## src/rtl/miss_arbiter.sv

```systemverilog
// Shares the single-ported main memory between I-cache line fills, D-cache line fills
// and D-cache write-through stores, and steers returned fill words to the owning cache.
//
// state | meaning
// IDLE  | arbitrate the held request levels every cycle
// IFILL | issue and collect the WORDS reads of an I-cache line
// DFILL | issue and collect the WORDS reads of a D-cache line
// WRITE | single-cycle write-through store
module miss_arbiter #(
  parameter int MEM_LAT = 4,
  parameter int WORDS   = 8
) (
  input  logic        clk,
  input  logic        rst,
  input  logic        ic_miss,
  input  logic [15:0] ic_miss_addr,
  input  logic        dc_miss,
  input  logic [15:0] dc_miss_addr,
  input  logic        dc_wr_req,
  input  logic [15:0] dc_wr_addr,
  input  logic [15:0] dc_wr_data,
  output logic        mem_en,
  output logic        mem_wr,
  output logic [15:0] mem_addr,
  output logic [15:0] mem_wdata,
  input  logic [15:0] mem_rdata,
  input  logic        mem_data_valid,
  output logic [15:0] fill_addr,
  output logic [15:0] fill_data,
  output logic        ic_fill_we,
  output logic        dc_fill_we,
  output logic        ic_fill_done,
  output logic        dc_fill_done,
  output logic        wr_ack,
  output logic        busy
);

  if (WORDS < 2 || (WORDS & (WORDS - 1)) != 0) begin : g_bad_words
    $error("miss_arbiter: WORDS must be a power of 2 and at least 2");
  end
  if (MEM_LAT < 1) begin : g_bad_lat
    $error("miss_arbiter: MEM_LAT must be at least 1");
  end

  localparam int               CNT_W     = $clog2(WORDS) + 1;
  localparam logic [15:0]      LINE_MASK = ~16'(2 * WORDS - 1);
  localparam logic [CNT_W-1:0] CNT_WORDS = CNT_W'(WORDS);
  localparam logic [CNT_W-1:0] CNT_LAST  = CNT_W'(WORDS - 1);

  localparam logic [1:0] IDLE  = 2'd0;
  localparam logic [1:0] IFILL = 2'd1;
  localparam logic [1:0] DFILL = 2'd2;
  localparam logic [1:0] WRITE = 2'd3;

  logic [1:0]       state;
  logic [1:0]       grant_state;
  logic [15:0]      line_base;
  logic [15:0]      grant_addr;
  logic [CNT_W-1:0] issue_cnt;
  logic [CNT_W-1:0] recv_cnt;
  logic             last_data;
  logic             in_fill;
  logic             issuing;
  logic             returning;
  logic             last_return;

  function automatic logic [15:0] word_addr(input logic [15:0] base,
                                            input logic [CNT_W-1:0] idx);
    return base + 16'({idx, 1'b0});
  endfunction

  // Data side normally wins, but an I miss goes first once the data side has had its turn.
  always_comb begin
    grant_state = IDLE;
    if (ic_miss && last_data)
      grant_state = IFILL;
    else if (dc_miss)
      grant_state = DFILL;
    else if (dc_wr_req)
      grant_state = WRITE;
    else if (ic_miss)
      grant_state = IFILL;
  end

  assign grant_addr  = (grant_state == DFILL) ? dc_miss_addr : ic_miss_addr;
  assign in_fill     = (state == IFILL) || (state == DFILL);
  assign issuing     = in_fill && (issue_cnt < CNT_WORDS);
  assign returning   = in_fill && mem_data_valid;
  assign last_return = returning && (recv_cnt == CNT_LAST);

  always_ff @(posedge clk) begin
    if (rst) begin
      state     <= IDLE;
      line_base <= '0;
      issue_cnt <= '0;
      recv_cnt  <= '0;
      last_data <= 1'b0;
    end else begin
      case (state)
        IDLE: begin
          if (grant_state != IDLE) begin
            state     <= grant_state;
            line_base <= grant_addr & LINE_MASK;
            issue_cnt <= '0;
            recv_cnt  <= '0;
          end
        end
        IFILL, DFILL: begin
          if (issuing)
            issue_cnt <= issue_cnt + 1'b1;
          if (returning)
            recv_cnt <= recv_cnt + 1'b1;
          if (last_return) begin
            state     <= IDLE;
            last_data <= (state == DFILL);
          end
        end
        default: begin
          state     <= IDLE;
          last_data <= 1'b1;
        end
      endcase
    end
  end

  // Address/data outputs are held at zero whenever their strobe is low.
  always_comb begin
    mem_en       = 1'b0;
    mem_wr       = 1'b0;
    mem_addr     = '0;
    mem_wdata    = '0;
    fill_addr    = '0;
    fill_data    = '0;
    ic_fill_we   = 1'b0;
    dc_fill_we   = 1'b0;
    ic_fill_done = 1'b0;
    dc_fill_done = 1'b0;
    wr_ack       = 1'b0;
    busy         = (state != IDLE);
    if (issuing) begin
      mem_en   = 1'b1;
      mem_addr = word_addr(line_base, issue_cnt);
    end
    if (returning) begin
      fill_addr    = word_addr(line_base, recv_cnt);
      fill_data    = mem_rdata;
      ic_fill_we   = (state == IFILL);
      dc_fill_we   = (state == DFILL);
      ic_fill_done = last_return && (state == IFILL);
      dc_fill_done = last_return && (state == DFILL);
    end
    if (state == WRITE) begin
      mem_en    = 1'b1;
      mem_wr    = 1'b1;
      mem_addr  = dc_wr_addr;
      mem_wdata = dc_wr_data;
      wr_ack    = 1'b1;
    end
  end

endmodule

```

## config.mk

```make
export PLATFORM = sky130hd
export DESIGN_NAME = miss_arbiter
export DESIGN_NICKNAME = d
export VERILOG_FILES = /design/src/rtl/miss_arbiter.sv
export SDC_FILE = /design/constraint.sdc
export NUM_CORES = 1
export LEC_CHECK = 0
export ABC_AREA = 1
export CORE_ASPECT_RATIO = 1.75
export CORE_MARGIN = 1.5
export CORE_UTILIZATION = 35
export DETAILED_ROUTE_END_ITERATION = 16
export HOLD_SLACK_MARGIN = 0.06
export PLACE_DENSITY = 0.84
export SLEW_MARGIN = 0
export SYNTH_ARGS = -nofsm -noshare
export SYNTH_HDL_FRONTEND = slang
export SYNTH_SLANG_ARGS = --single-unit
```

## constraint.sdc

```tcl
create_clock -name clk -period 2.05 [get_ports clk]
set_input_delay 0.205 -clock clk [delete_from_list [all_inputs] [get_ports clk]]
set_output_delay 0.205 -clock clk [all_outputs]
set_load 0.05 [all_outputs]
```

==> impl_metrics.ini, run 1 <==
[floorplan]
fp.coreArea_um2 = 6130
fp.dieW_um = 62.9
core.rowCount = 38
pin_count = 158
starting_utilization_of_the_core_area_pct = 35.9
chipHeight_um = 108
die-area_um2 = 6790

[worst_setup_path]
reg2reg_slack_ns = 0.39
setup.worst_path.class = register to output port
worstPathMaxFanout = 24
slowest_stage = sky130_fd_sc_hd__dfxtp_4
rr_endpoint = issue_cnt[3]
rr_worst_depth = 9
timing.critical_path.from_type = register
endpoint = ic_fill_done
critPathLaunch = state[0]
worstSetupEndpointType = output port
critical_path.reg2reg.startpoint = state[0]
cp_slowest_stage_delay_ns = 0.39
cp_cell_sequence = inv_2 -> ha_4 -> nand2_4 -> buf_6 -> nor2_2 -> nand2_2 -> nor2_2 -> buf_12
worst-endpoint-arrival_ns = 1.78
critPathMostFrequentCell = sky130_fd_sc_hd__nor2_2
critPathRequiredTime_ns = 1.85

[route]
vias_per_cell = 4.80
ant_nets = 0
detailed_route_via_count = 2992
drtPass1Iterations = 4
drt_first_iter_violations = 144
wirelength_um = 8400
post_drt_wl_per_cell_um = 13.5
drc_errors = 0

[timing]
grt_setup_unrepaired = yes
timing.final.crit_share_pct = 97.0
final.hold.worst_slack_ns = 0.479
fin_skew_ns = 0.00443
max_freq_mhz = 503
final-hold-violation-count = 0
timing.final.max_slew_violations = 0
minimum_clock_period_after_layout_ns = 1.99
worst_slack_ns = 0.0620
setup_viol = 0

[yosys]
ys.warnings.count = 0
mappedNetlistNets = 492
combinational_family_with_the_most_area_after_synthesis = simple AND/OR/NAND/NOR gates
synth_sequential_area_ratio_pct = 20.9
synthSimpleGateAreaFrac_pct = 38.4
ys_seq_elements = 23
muxShareOfSynthArea_pct = 0
synthCells = 396
syn_area_um2 = 2200
netlist_top_cells_area = sky130_fd_sc_hd__dfxtp_1, sky130_fd_sc_hd__nand2_1, sky130_fd_sc_hd__inv_1, sky130_fd_sc_hd__nor2_1, sky130_fd_sc_hd__a21oi_1
synthXorXnorAreaFrac_pct = 0.398
count_of_distinct_cell_types_in_the_synthesized_netlist = 28
synth_top_area_cell = sky130_fd_sc_hd__dfxtp_1
synth_compound_gate_area_share_pct = 17.7
synth_largest_type_area_fraction_pct = 20.9
adder_cell_share_of_the_synthesized_area_pct = 5.69
post_synth.cell_area_avg_um2 = 5.56

[clocking]
htreeDepth = 1
clk_latency_ns = 0.27
cts_root_buffer_type = sky130_fd_sc_hd__clkbuf_8
clk_sinks = 23
clock_path_buffers = 2
clock_tree_from_tritoncts = built
tritoncts_buffers = 3
worst_setup_hold_path_clk_slew_ns = 0.09
cts-hold-fix-buffers = 0

[power_and_ir_drop]
combinationalPowerShare_pct = 75.4
cell_internal_pwr_w = 0.00215
seqPwrFrac_pct = 18.3
clock_power_share_pct = 6.3
static-leakage-power_nw = 2.09
worst_ir_drop_vdd_mv = 0.583
total_power_w = 0.00465
power.share.switching_pct = 53.7
p_switching_w = 0.00249
powerDensity_nw_per_um2 = 1020

[cells_and_area]
n_antenna_cell = 0
post-route-util_pct = 74.4
flow.area_growth_from_synthesis_pct = 107
mostFrequentLayoutCells = sky130_fd_sc_hd__nand2_1, sky130_fd_sc_hd__clkdlybuf4s50_1, sky130_fd_sc_hd__inv_1
most_frequent_standard_cell_in_the_layout_excluding_fill_and_tap_cells = sky130_fd_sc_hd__nand2_1
fill_cells = 455
fin_cells = 623
finish.net_count = 640
drive_gt1_share_pct = 28.2

[placed_design]
dp_hpwl_um = 7010
place.port_buffers = 148
dp_slack_ns = 0.0784
routabilityCongestion = 0.888
dp.cells = 616

[outcome]
outcome = finished, final reports clean

[min_path]
worst_hold_path_type = input port to register

[global_routing]
grt_antenna_before_repair = 0
grt_first_pass_wirelength_um = 13500
gr-usage-all-layers_pct = 24.4
grt_pass1_vias = 3023
grt_remaining_overflow = 0
grt_max_degree = 25

[job]
max-cap-violations = 0
## repair_timing
item	in CTS	in global routing
pin swaps	2	6
cloned	1	0
resized for setup	15	32
setup buffers	2	0
endpoints found under the hold margin	0	0
setup endpoints to repair	43	40
## power by group through the flow
stage	Sequential (W)	Clock [W]	Combinational (W)
after floorplan	0.000714	0	0.00244
after global placement	0.000815	0	0.00324
after detailed placement	0.000821	0	0.00330
after CTS	0.000816	0.000297	0.00343
after global routing	0.000870	0.000311	0.00374
final	0.000850	0.000291	0.00351
## worst min path at each step
| stage | startpoint | end | slack [ns] | cells after the start |
|---|---|---|---|---|
| final | dc_miss_addr[9] | line_base[9] | 0.48 | 3 |
| after global routing | dc_miss_addr[9] | line_base[9] | 0.49 | 3 |
| after CTS | dc_miss_addr[5] | line_base[5] | 0.49 | 3 |
| after detailed placement | last_data | last_data | 0.47 | 2 |
| after global placement | last_data | last_data | 0.46 | 2 |
| after floorplan | rst | state[1] | 0.27 | 1 |
## through the flow
stage           TNS, ns  cell area (um2)
6_report              0             4560
5_1_grt        -0.00272             4560
4_1_cts               0             4460
3_5_place_dp          0             4350
3_3_place_gp          0             4350
2_1_floorplan    -0.401             2240
## state kept, by name, summed over array words and instances, names as in the netlist
signal and cells:
last_data 1, line_base 12, state 2, issue_cnt 4, recv_cnt 4
## worst max-delay path: cells and delay by family, from the launching register on
kind	cells	cell delay (ns)
simple gates	4	0.42
fa+ha+maj	1	0.31
buf+inv	3	0.39
flops	1	0.39
## Yosys cell counts (all sizes together)
master,number
o21ai,31
dfxtp,23
inv,74
a21oi,41
nor2,64
nand3,21
nand4,1
nand2,106
ha,10
nor3,5
clkbuf,4
buf,12
xnor2,1
a22o,2
conb,1
## logic make-up (layout without fill, tap and decap cells)
kind of cell,Yosys count,in the layout
other cells,1,1
buf+inv,90,236
xor+xnor,1,1
flops,23,23
simple gates,197,198
fa+ha+maj,10,10
compound gates,74,74
## layout make-up
cell class	count	area, um2	share of cell area (%)
clock buffers	3	41.3	0.905
clock inverters	1	7.51	0.165
repair buffers	158	2130	46.7
well taps	80	100	2.19
flip-flops and latches	23	473	10.4
multi-input cells	284	1530	33.5
inverters	74	280	6.15
## layer usage
metal / GRT usage [%] / part of all wire, % / routed length, um
met2: 50.8 / 59 / 4920
met3: 3.03 / 4.4 / 367
met4: 9.05 / 2.9 / 247
met5: 0 / 0 / 0
met1: 23.5 / 34 / 2860
Power figures use the tool's default switching activity.
==> run 2, diff against run 1 <==
--- a/config.mk
+++ b/config.mk
@@ -9,6 +9,7 @@
 export CORE_ASPECT_RATIO = 1.75
 export CORE_MARGIN = 1.5
 export CORE_UTILIZATION = 35
+export CTS_BUF_LIST = sky130_fd_sc_hd__clkbuf_8 sky130_fd_sc_hd__clkbuf_16
 export DETAILED_ROUTE_END_ITERATION = 16
 export HOLD_SLACK_MARGIN = 0.06
 export PLACE_DENSITY = 0.84
==> results of run 2 <==
No change in the layout: final DEF, timing and power equal those of run 1.
